[config.mk]
export PLATFORM = sky130hd
export DESIGN_NAME = prog_loader
export DESIGN_NICKNAME = d
export VERILOG_FILES = /design/src/rtl/prog_loader_pkg.sv /design/src/rtl/prog_word_asm.sv /design/src/rtl/prog_loader.sv
export SDC_FILE = /design/constraint.sdc
export NUM_CORES = 1
export LEC_CHECK = 0
export CORE_MARGIN = 2
export CORE_UTILIZATION = 48
export DETAILED_ROUTE_END_ITERATION = 6
export PLACE_DENSITY = 0.71
export RECOVER_POWER = 100
export SYNTH_ARGS = -nofsm -noshare
export SYNTH_HDL_FRONTEND = slang
export SYNTH_SLANG_ARGS = --single-unit
[constraint.sdc]
create_clock -name PROG_CLK -period 2.2 [get_ports PROG_CLK]
set_input_delay 0.44 -clock PROG_CLK [delete_from_list [all_inputs] [get_ports PROG_CLK]]
set_output_delay 0.44 -clock PROG_CLK [all_outputs]
set_load 0.05 [all_outputs]
[src/rtl/prog_loader_pkg.sv]
// Shared types and constants for the program-memory loader.
// The checksum feature is built only when PROG_LOADER_CHECKSUM_EN is defined.
package prog_loader_pkg;

  localparam int ADDR_W = 10;
  localparam int IR_W   = 18;

  localparam logic [7:0] SYNC_BYTE = 8'hA5;

  // Position of each byte in the 4-byte header that follows SYNC
  localparam logic [1:0] HDR_ADDR_HI = 2'd0;
  localparam logic [1:0] HDR_ADDR_LO = 2'd1;
  localparam logic [1:0] HDR_CNT_HI  = 2'd2;
  localparam logic [1:0] HDR_CNT_LO  = 2'd3;

  typedef enum logic [2:0] {
    IDLE  = 3'd0,
    HDR   = 3'd1,
    DATA  = 3'd2,
    WRITE = 3'd3,
    CHK   = 3'd4,
    DONE  = 3'd5
  } state_e;

  function automatic logic [7:0] csum_update(input logic [7:0] acc, input logic [7:0] b);
    return acc ^ b;
  endfunction

endpackage

[src/rtl/prog_word_asm.sv]
// Assembles three received bytes {B0[1:0], B1, B2} into one instruction word.
module prog_word_asm
  import prog_loader_pkg::*;
(
  input  logic            clk,
  input  logic            rst,
  input  logic            clear,
  input  logic            byte_valid,
  input  logic [7:0]      byte_in,
  output logic            word_ready,
  output logic [IR_W-1:0] word
);

  logic [1:0]      idx_q, idx_d;
  logic [IR_W-9:0] sh_q, sh_d;

  // Shift each byte in; after B1 the register holds {B0[1:0], B1}
  always_comb begin
    idx_d = idx_q;
    sh_d  = sh_q;
    if (clear) begin
      idx_d = 2'd0;
    end else if (byte_valid) begin
      sh_d = {sh_q[IR_W-17:0], byte_in};
      if (idx_q == 2'd2) begin
        idx_d = 2'd0;
      end else begin
        idx_d = idx_q + 2'd1;
      end
    end else begin
      idx_d = idx_q;
    end
  end

  // Byte counter and shift register state
  always_ff @(posedge clk) begin
    if (rst) begin
      idx_q <= 2'd0;
      sh_q  <= '0;
    end else begin
      idx_q <= idx_d;
      sh_q  <= sh_d;
    end
  end

  assign word_ready = byte_valid && !clear && (idx_q == 2'd2);
  assign word       = {sh_q, byte_in};

endmodule

[src/rtl/prog_loader.sv]
// Framed byte-stream loader writing 18-bit instructions into program memory.
// Define PROG_LOADER_CHECKSUM_EN to expect and verify a trailing XOR checksum byte.
module prog_loader
  import prog_loader_pkg::*;
(
  input  logic              PROG_CLK,
  input  logic              PROG_RST,
  input  logic [7:0]        RX_DATA,
  input  logic              RX_VALID,
  output logic              RX_READY,
  output logic              PROG_WE,
  output logic [ADDR_W-1:0] PROG_WADDR,
  output logic [IR_W-1:0]   PROG_WDATA,
  output logic              CPU_HOLD,
  output logic              LOAD_DONE,
  output logic              LOAD_ERR
);

  state_e            state_q, state_d;
  logic [1:0]        hdr_idx_q, hdr_idx_d;
  logic [ADDR_W-1:0] addr_q, addr_d;
  logic [ADDR_W-1:0] cnt_q, cnt_d;
  logic              rx_ready_q, rx_ready_d;
  logic              prog_we_q, prog_we_d;
  logic [ADDR_W-1:0] prog_waddr_q, prog_waddr_d;
  logic [IR_W-1:0]   prog_wdata_q, prog_wdata_d;
  logic              cpu_hold_q, cpu_hold_d;
  logic              load_done_q, load_done_d;
`ifdef PROG_LOADER_CHECKSUM_EN
  logic [7:0]        csum_q, csum_d;
  logic              load_err_q, load_err_d;
`endif

  logic            accept_s;
  logic            asm_valid_s;
  logic            asm_ready_s;
  logic [IR_W-1:0] asm_word_s;

  assign accept_s    = RX_VALID && rx_ready_q;
  assign asm_valid_s = accept_s && (state_q == DATA);

  prog_word_asm u_word_asm (
    .clk        (PROG_CLK),
    .rst        (PROG_RST),
    .clear      (state_q == IDLE),
    .byte_valid (asm_valid_s),
    .byte_in    (RX_DATA),
    .word_ready (asm_ready_s),
    .word       (asm_word_s)
  );

  // Next-state, counters and registered-output computation
  always_comb begin
    state_d      = state_q;
    hdr_idx_d    = hdr_idx_q;
    addr_d       = addr_q;
    cnt_d        = cnt_q;
    prog_we_d    = 1'b0;
    prog_waddr_d = prog_waddr_q;
    prog_wdata_d = prog_wdata_q;
    load_done_d  = 1'b0;
`ifdef PROG_LOADER_CHECKSUM_EN
    csum_d       = csum_q;
    load_err_d   = load_err_q;
`endif
    case (state_q)
      IDLE: begin
        if (accept_s && (RX_DATA == SYNC_BYTE)) begin
          state_d   = HDR;
          hdr_idx_d = HDR_ADDR_HI;
`ifdef PROG_LOADER_CHECKSUM_EN
          csum_d     = 8'h00;
          load_err_d = 1'b0;
`endif
        end else begin
          state_d = IDLE;
        end
      end
      HDR: begin
        if (accept_s) begin
`ifdef PROG_LOADER_CHECKSUM_EN
          csum_d = csum_update(csum_q, RX_DATA);
`endif
          hdr_idx_d = hdr_idx_q + 2'd1;
          case (hdr_idx_q)
            HDR_ADDR_HI: addr_d[ADDR_W-1:8] = RX_DATA[ADDR_W-9:0];
            HDR_ADDR_LO: addr_d[7:0]        = RX_DATA;
            HDR_CNT_HI:  cnt_d[ADDR_W-1:8]  = RX_DATA[ADDR_W-9:0];
            HDR_CNT_LO: begin
              cnt_d[7:0] = RX_DATA;
              state_d    = DATA;
            end
            default: state_d = IDLE;
          endcase
        end else begin
          state_d = HDR;
        end
      end
      DATA: begin
        if (accept_s) begin
`ifdef PROG_LOADER_CHECKSUM_EN
          csum_d = csum_update(csum_q, RX_DATA);
`endif
          if (asm_ready_s) begin
            state_d      = WRITE;
            prog_we_d    = 1'b1;
            prog_waddr_d = addr_q;
            prog_wdata_d = asm_word_s;
          end else begin
            state_d = DATA;
          end
        end else begin
          state_d = DATA;
        end
      end
      WRITE: begin
        addr_d = addr_q + ADDR_W'(1);
        // cnt holds words remaining minus one, so zero means this was the last
        if (cnt_q == '0) begin
`ifdef PROG_LOADER_CHECKSUM_EN
          state_d = CHK;
`else
          state_d     = DONE;
          load_done_d = 1'b1;
`endif
        end else begin
          cnt_d   = cnt_q - ADDR_W'(1);
          state_d = DATA;
        end
      end
`ifdef PROG_LOADER_CHECKSUM_EN
      CHK: begin
        if (accept_s) begin
          state_d = DONE;
          if (RX_DATA == csum_q) begin
            load_done_d = 1'b1;
          end else begin
            load_err_d = 1'b1;
          end
        end else begin
          state_d = CHK;
        end
      end
`endif
      DONE: state_d = IDLE;
      default: state_d = IDLE;
    endcase
    rx_ready_d = (state_d != WRITE) && (state_d != DONE);
    cpu_hold_d = (state_d != IDLE);
  end

  // FSM and output registers
  always_ff @(posedge PROG_CLK) begin
    if (PROG_RST) begin
      state_q      <= IDLE;
      hdr_idx_q    <= 2'd0;
      addr_q       <= '0;
      cnt_q        <= '0;
      rx_ready_q   <= 1'b0;
      prog_we_q    <= 1'b0;
      prog_waddr_q <= '0;
      prog_wdata_q <= '0;
      cpu_hold_q   <= 1'b0;
      load_done_q  <= 1'b0;
`ifdef PROG_LOADER_CHECKSUM_EN
      csum_q       <= 8'h00;
      load_err_q   <= 1'b0;
`endif
    end else begin
      state_q      <= state_d;
      hdr_idx_q    <= hdr_idx_d;
      addr_q       <= addr_d;
      cnt_q        <= cnt_d;
      rx_ready_q   <= rx_ready_d;
      prog_we_q    <= prog_we_d;
      prog_waddr_q <= prog_waddr_d;
      prog_wdata_q <= prog_wdata_d;
      cpu_hold_q   <= cpu_hold_d;
      load_done_q  <= load_done_d;
`ifdef PROG_LOADER_CHECKSUM_EN
      csum_q       <= csum_d;
      load_err_q   <= load_err_d;
`endif
    end
  end

  assign RX_READY   = rx_ready_q;
  assign PROG_WE    = prog_we_q;
  assign PROG_WADDR = prog_waddr_q;
  assign PROG_WDATA = prog_wdata_q;
  assign CPU_HOLD   = cpu_hold_q;
  assign LOAD_DONE  = load_done_q;
`ifdef PROG_LOADER_CHECKSUM_EN
  assign LOAD_ERR   = load_err_q;
`else
  assign LOAD_ERR   = 1'b0;
`endif

endmodule
## Word-level counts from Yosys, hierarchy flattened

Cells that the tools add are included.

- Memory bits (writable): 0
- ROM bits: 0
- Bits in registers: 69
- Input port bits: 11
- Logic and storage cells: 84
- Output and inout port bits: 33
- Bits in latches: 0
- Memories kept: 0

- Shift-type cells: 0
- Divide/modulo/power cells: 0
- Magnitude comparators: 0
- $add $sub $neg: 4
- Mux-type cells: 22
- Reduce and logical (&&, ||, !) cells: 23
- Bitwise logic cells: 4
- Equal/unequal tests: 17
- Multiply operators: 0

Operator list:

| operator | number |
|---|---|
| 10-bit case mux with 2 select lines | 2 |
| 10-bit two-way mux | 3 |
| 8-bit two-way mux | 2 |
| 3-bit two-way mux | 4 |
| 3-bit case mux with 4 select lines | 1 |
| 3-bit AND reduction | 4 |
| 10-bit by 1-bit adder with 10-bit output (second input constant) | 1 |
| 10-bit zero test | 1 |
| 2-bit two-way mux | 5 |
| 10-bit by 1-bit subtractor with 10-bit output (second input constant) | 1 |
| 8-bit equality test (second input constant) | 1 |
| 2-bit by 1-bit inequality test with 1-bit output (second input constant) | 4 |
| 4-bit AND reduction | 2 |
| 2-bit equality test (second input constant) | 3 |
| 3-bit by 2-bit equality test with 1-bit output (second input constant) | 2 |
| 1-bit logical AND | 6 |
| 2-bit inequality test (second input constant) | 3 |
| 2-bit by 1-bit adder with 2-bit output (second input constant) | 2 |
| 1-bit two-way mux | 4 |
| 1-bit inverter | 4 |
| 2-bit case mux with 2 select lines | 1 |
| 2-bit nonzero test | 2 |
| 2-bit OR reduction | 2 |
| 3-bit by 1-bit equality test with 1-bit output (second input constant) | 1 |
| 9 further kinds | 9 |

## Longest topological paths before layout

Gate-level depths: netlist of run 1.

- Depth after elaboration: 9
- Mapped depth: 7
- Depth with buffers taken out: 6

## Hierarchy

Synthesis of run 1 repeated with hierarchy kept, for this count alone.

- Cell total of the unflattened synthesis: 411
- Area total of the unflattened synthesis: 3278.1 um^2

Modules (own cells, without submodules):

| module | area each (um^2) | cells each | instances | seq. area each (um^2) |
|---|---|---|---|---|
| prog_loader | 2770.2 | 348 | 1 | 1141.1 |
| prog_word_asm | 508.0 | 63 | 1 | 240.2 |

## Least setup slack after synthesis of run 1

No wires, ideal clock.

- Path kind: register to register
- Start point: register rx_ready_q, in the netlist RX_READY
- End point: register prog_wdata_q[12], in the netlist PROG_WDATA[12]
- Data arrival time: 1.704 ns
- Required time: 2.072 ns
- Library setup time: 0.128 ns
- Cell stages (with the launch flop): 7
- Setup slack: 0.368 ns
- Clock period less this slack: 1.832 ns
- Path buffers: 2
- Cells stage by stage: dfxtp_1 -> nand3b_4 -> nor3_4 -> buf_6 -> buf_12 -> mux2i_1 -> nor2_1

- Word-level cells in the longest chain between the ends: 5

Ends and longest elaborated chain:

| item | line | text |
|---|---|---|
| start, declared | prog_loader.sv:23 | `logic rx_ready_q, rx_ready_d;` |
| start signal, assigned | prog_loader.sv:174 | `rx_ready_q <= rx_ready_d;` |
| 1-bit logical AND * | prog_loader.sv:39 | `assign accept_s = RX_VALID && rx_ready_q;` |
| 1-bit logical AND | prog_loader.sv:40 | `assign asm_valid_s = accept_s && (state_q == DATA);` |
| 1-bit logical AND (2 in series) | prog_word_asm.sv:46 | `assign word_ready = byte_valid && !clear && (idx_q == 2'd2);` |
| 3-bit AND reduction (no line) * | -- |  |
| end signal, assigned | prog_loader.sv:177 | `prog_wdata_q <= prog_wdata_d;` |
| end, declared | prog_loader.sv:26 | `logic [IR_W-1:0] prog_wdata_q, prog_wdata_d;` |

Every way passes the cells marked *; elsewhere a longest branch is shown, timed or not.
A chain may end at the register's enable or synchronous reset.

## Worst setup path after layout of run 1

- Start point: input port RX_VALID
- End point: register prog_wdata_q[12], in the netlist PROG_WDATA[12]

- Word-level cells in the longest chain between the ends: 5

Ends and longest elaborated chain:

| item | line | text |
|---|---|---|
| start, declared | prog_loader.sv:9 | `input logic RX_VALID,` |
| 1-bit logical AND * | prog_loader.sv:39 |  |
| 1-bit logical AND | prog_loader.sv:40 |  |
| 1-bit logical AND (2 in series) | prog_word_asm.sv:46 |  |
| 3-bit AND reduction (no line) * | -- |  |

Marked as above.

==> results of run 1 <==
-- placed cells by master, fill, tap and decap left out, types with 2 or more instances in the layout --
| cell type | count |
|---|---|
| nor4bb_1 | 2 |
| mux2i_1 | 39 |
| nand4_1 | 3 |
| dlygate4sd3_1 | 32 |
| clkbuf_8 | 9 |
| and4_1 | 2 |
| ha_1 | 7 |
| nor4_1 | 3 |
| and2_1 | 4 |
| o31ai_1 | 4 |
| inv_1 | 7 |
| nand2b_1 | 6 |
| a311oi_1 | 2 |
| and3_1 | 3 |
| bufinv_16 | 3 |
| nand2_1 | 10 |
| a21oi_1 | 24 |
| dfxtp_1 | 69 |
| clkbuf_1 | 2 |
| o211ai_1 | 3 |
| or2_0 | 2 |
| o21ai_1 | 2 |
| nand3_1 | 8 |
| clkdlybuf4s50_1 | 8 |
| buf_2 | 2 |
| a211oi_1 | 6 |
| nor2_1 | 55 |
| o21ai_0 | 9 |
| nand3b_1 | 2 |
| buf_4 | 13 |
| nor3b_1 | 3 |
| o32ai_1 | 3 |
| nor3_1 | 11 |
| or3_1 | 2 |
| a31oi_1 | 13 |
-- synth_stat cells (4+ instances only) --
master	n
nor2_1	54
a211oi_1	6
ha_1	7
buf_4	5
a21oi_1	24
mux2i_1	39
nand2_1	10
inv_1	7
o31ai_1	4
a31oi_1	13
dfxtp_1	69
o21ai_0	9
nor3_1	11
nand3_1	8
clkbuf_1	8
nand2b_1	6
and2_1	5
buf_2	8
-- per-layer routing --
metal,GRT usage (%),up-vias,wire [um]
met5,0,-,0
met4,9.23,0,168
met3,6.19,10,514
met2,33.9,90,3610
met1,29.5,1289,3610
li1,-,1381,-
-- sequential cells by signal, summed over array words and instances, names as in the netlist --
signal and count:
u_word_asm.sh_q 10, u_word_asm.idx_q 2, hdr_idx_q 2, addr_q 10
PROG_WDATA 18, PROG_WADDR 10, CPU_HOLD 1, LOAD_DONE 1
cnt_q 10, state_q 3, RX_READY 1, PROG_WE 1
-- power groups by stage --
stage	clock, W	combinational (W)	sequential, W
after floorplan	0	0.0000424	0.00128
after global placement	0	0.0000956	0.00128
after detailed placement	0	0.0000967	0.00128
after CTS	0.00126	0.0000971	0.00125
after global routing	0.00132	0.0000993	0.00125
final	0.00125	0.0000942	0.00125
-- area by class of cell --
| type | instances | area, um^2 |
|---|---|---|
| Clock buffer | 10 | 128 |
| Clock inverter | 6 | 111 |
| Fill cell | 569 | 2740 |
| Inverter | 7 | 26.3 |
| Multi-Input combinational cell | 256 | 1700 |
| Sequential cell | 69 | 1380 |
| Tap cell | 80 | 100 |
| Timing Repair Buffer | 58 | 537 |
-- path summary, 6_finish.rpt --
| kind | start | to | slack (ns) | cells after the start |
|---|---|---|---|---|
| hold / removal | PROG_RST | u_word_asm.sh_q[2] | 0.49 | 2 |
| setup / recovery | RX_VALID | PROG_WDATA[12] | 0.15 | 6 |
| setup reg to reg | state_q[1] | addr_q[7] | 0.25 | 5 |
| hold reg to reg | PROG_WADDR[2] | PROG_WADDR[2] | 0.49 | 2 |
-- kinds of logic (layout without fill, tap and decap cells) --
kind of cell | count (synthesis) | after routing | synth area share (%)
compound gates | 75 | 75 | 14.7
buf+inv | 33 | 81 | 5.81
fa+ha+maj | 7 | 7 | 2.66
simple gates | 133 | 133 | 22.6
mux | 40 | 40 | 12.2
flops | 69 | 69 | 41.9
other cells | 1 | 1 | 0.114
-- stage by stage --
step / power (W) / setup slack (ns) / hold WS, ns / cells / util, %
finish: 0.00259 / 0.153 / 0.486 / 486 / 59.3
global route: 0.00267 / 0.0553 / 0.501 / 486 / 59.3
CTS: 0.00261 / 0.0410 / 0.475 / 486 / 59.8
detailed placement: 0.00138 / 0.0325 / 0.484 / 470 / 56.2
global placement: 0.00138 / 0.0886 / 0.475 / 470 / 56.2
floorplan: 0.00133 / 0.368 / 0.457 / 358 / -
-- timing repair --
action	4_1_cts	5_1_grt
setup endpoints to repair	0	1
resized for setup	0	1
buffers inserted	0	0
==> reports/metrics.yaml, run 1 <==
status: "finished clean"
hold_class: "in2reg"
synth_edf_count: 0
wl_um: 7910
synth_nets: 376
hold_viol_final: 0
ant_nets: 0
power.internal_w: 0.00204
htreeDepth: 3
ir_drop_v: 0.000422
arrival_ns: 2.26
crit_slowest_cell: "dlygate4sd3_1"
dpl_cell_area_mm2: 0.00378
first_pass_iters: 4
vias: 2770
setup_viol: 0
grt_overflow: 0
power_switching_w: 0.000553
cp.required_ns: 2.42
cts_hold_buf: 0
path_buf_inv: 2
layout-drive-gt1-share_pct: 10.6
grt_setup_unrepaired: "false"
seq_power_share_pct: 48.3
syn_to_final_growth_pct: 20.9
cp_top_family: "buffers and inverters"
maxCapViolCount: 0
ys_warn_count: 0
hpwl_um: 5490
clock_latency_ns: 0.34
synth_ff_type: "dfxtp_1"
syn_avg_cell_area_um2: 9.20
clkSlewWorstSetupHoldPaths_ns: 0.08
max_freq_ghz: 0.489
antenna_found_initial: 0
nNetsFinal: 419
slew_violations: 0
synthTopCellsByArea: "dfxtp_1 42%, mux2i_1 12%, nor2_1 6.2%, a21oi_1 3.6%, ha_1 2.7%"
diodes: 0
synth_top_area_cell: "dfxtp_1"
first_global_vias: 2691
port_buffers: 42
grt_max_degree: 35
powerDensity_mw_per_mm2: 650
cts_tree: "done"
grt_pass1_wl_um: 13100
synth_cell_types: 63
die-area_mm2: 0.00754
die_h_um: 86.8
worstPathMaxFanout: 25
netlist_area_mm2: 0.00329
clk_path_buf_depth: 2
relSlewSlack_pct: 53.8
leakage_nw: 1.49
start_util_pct: 49.0
gp_congestion: 0.894
yosys.area.top_type_share_pct: 41.9
min_period_ns: 2.05
p_comb_share_pct: 3.6
yosysSeqAreaShare_pct: 41.9
drt_iter0_markers: 276
end_kind: "flip-flop"
grt.total_usage_pct: 22.2
ys_ff_latch: 69
ios: 44
finClkSkew_ns: 0.00848
crit_chain: "dlygate4sd3_1 -> nand3b_1 -> nor3_4 -> buf_12 -> mux2i_1 -> nor2_1"
async_reset_ff_share_pct: 0
critPathKind: "in2reg"
die_w_um: 86.8
cts_buffers: 9
cts_sinks: 69
vias_per_cell: 5.70
fin_area_mm2: 0.00398
drc: 0
slowest_delay_ns: 0.68
rows: 30
synth_cells: 358
tightestPinTransition_ns: 0.687
clockPowerShare_pct: 48.1
fp.coreArea_mm2: 0.00672
swShare_pct: 21.4
wl_per_cell_um: 16.3
cts-root-buf: "clkbuf_8"
critPathLaunchType: "input pin"
period_share_pct: 93.0
setup_tns_ns: 0
(Power assumes the default switching activity.)
==> inputs of run 2 (changes only) <==
Settings changed: CORE_ASPECT_RATIO from default to 2, CTS_CLUSTER_SIZE from default to 16, GPL_ROUTABILITY_DRIVEN from default to 0.
==> run 2 against run 1 <==
Fmax up 1.9%. Sequential power is essentially flat. Combinational power increased by 18%. Register-to-register slack improved by 0.09 ns.
==> reports/metrics.yaml, run 2 (synthesized netlist as in run 1, its figures left out) <==
n_fill_cell: 573
grt_pass1_wl_um: 13900
die-area_mm2: 0.00758
setup_viol: 0
largest_reg_flops: 18
rr_startpoint: "state_q[1]"
hold_class: "in2reg"
final_cell_mix: "69 x dfxtp_1, 54 x nor2_1, 39 x mux2i_1"
cts_buffers: 9
die_w_um: 62.6
cts-root-buf: "clkbuf_16"
crit_slowest_cell: "dlygate4sd3_1"
start_util_pct: 49.8
ir_drop_v: 0.000512
fin_area_mm2: 0.00412
holdWs_ns: 0.455
grt_setup_unrepaired: "false"
period_share_pct: 91.3
final_common_cell: "dfxtp_1"
cts_tree: "done"
cp-startpoint: "PROG_WADDR[5]"
swShare_pct: 20.3
vias_per_cell: 5.72
ios: 44
tightestPinTransition_ns: 0.543
hold_viol_final: 0
power.internal_w: 0.00223
maxCapViolCount: 0
drt_iter0_markers: 115
slew_violations: 0
power_switching_w: 0.000569
first_global_vias: 2916
clockPowerShare_pct: 51.3
end_kind: "output port"
antenna_found_initial: 0
cts.repair.resized: 0
cp.required_ns: 1.76
clock_latency_ns: 0.33
relSlewSlack_pct: 63.7
layout-drive-gt1-share_pct: 10.8
cts_sinks: 69
htreeDepth: 3
syn_to_final_growth_pct: 25.0
wl_per_cell_um: 17.2
first_pass_iters: 4
wl_um: 8540
grt_overflow: 0
critPathLaunchType: "flip-flop"
critPathKind: "reg2out"
path_buf_inv: 1
grt_max_degree: 34
leakage_nw: 1.56
nNetsFinal: 422
drc: 0
arrival_ns: 1.57
slowest_delay_ns: 0.90
port_buffers: 42
min-delay-start: "PROG_RST"
crit_chain: "dlygate4sd3_1"
cts_hold_buf: 0
fp.coreArea_mm2: 0.00662
die_h_um: 121
finClkSkew_ns: 0.00464
status: "finished clean"
postCtsSetupBuffers: 0
hpwl_um: 6250
clkSlewWorstSetupHoldPaths_ns: 0.05
worstPathMaxFanout: 2
dpl_cell_area_mm2: 0.00383
cp_top_family: "buffers and inverters"
powerDensity_mw_per_mm2: 680
ant_nets: 0
seq_power_share_pct: 44.7
dp_slack_ns: 0.0733
clk_path_buf_depth: 2
setup_tns_ns: 0
worst_slack_ns: 0.191
grt.total_usage_pct: 24.1
rows: 42
max_freq_ghz: 0.498
min_period_ns: 2.01
p_comb_share_pct: 4.0
vias: 2838
diodes: 0
## run 2: cell type report
type	count	area [um^2]	share of cell area, %
timing repair buffer	61	583	14.2
tap	88	110	2.67
sequential	69	1380	33.6
multi-input combinational	256	1720	41.8
clock inverter	1	30.0	0.729
clock buffer	14	264	6.41
inverter	7	26.3	0.638
## run 2: per-stage QoR
stage / power (W) / instances / utilization [%]
6_report: 0.00280 / 496 / 62.2
5_1_grt: 0.00287 / 496 / 62.2
4_1_cts: 0.00282 / 496 / 62.4
3_5_place_dp: 0.00139 / 481 / 57.9
3_3_place_gp: 0.00139 / 481 / 57.9
2_1_floorplan: 0.00133 / 358 / -
## run 2: power by group through the flow
stage,Sequential (W),Clock (W),Combinational (W)
detailed placement,0.00128,0,0.000112
finish,0.00125,0.00144,0.000111
global placement,0.00128,0,0.000111
CTS,0.00125,0.00146,0.000112
floorplan,0.00128,0,0.0000424
global route,0.00125,0.00151,0.000117
## run 2: final timing paths
kind	end	slack [ns]	cells after the start
hold reg to reg	PROG_WDATA[16]	0.49	2
setup / recovery	PROG_WADDR[5]	0.19	1
hold / removal	PROG_WDATA[5]	0.45	2
setup reg to reg	addr_q[5]	0.34	5
## run 2: per-layer routing
metal / vias to the layer above / wire (um) / global-route usage, %
li1: 1388 / - / -
met1: 1337 / 3210 / 24.7
met2: 84 / 4560 / 44.0
met3: 29 / 398 / 4.73
met4: 0 / 374 / 14.9
met5: - / 0 / 0
==> inputs of run 3 (changes only) <==
Settings changed: HOLD_SLACK_MARGIN from default to 0.15.
==> results of run 3 <==
Same layout as run 2: the final DEF is identical, and so are final timing and power.
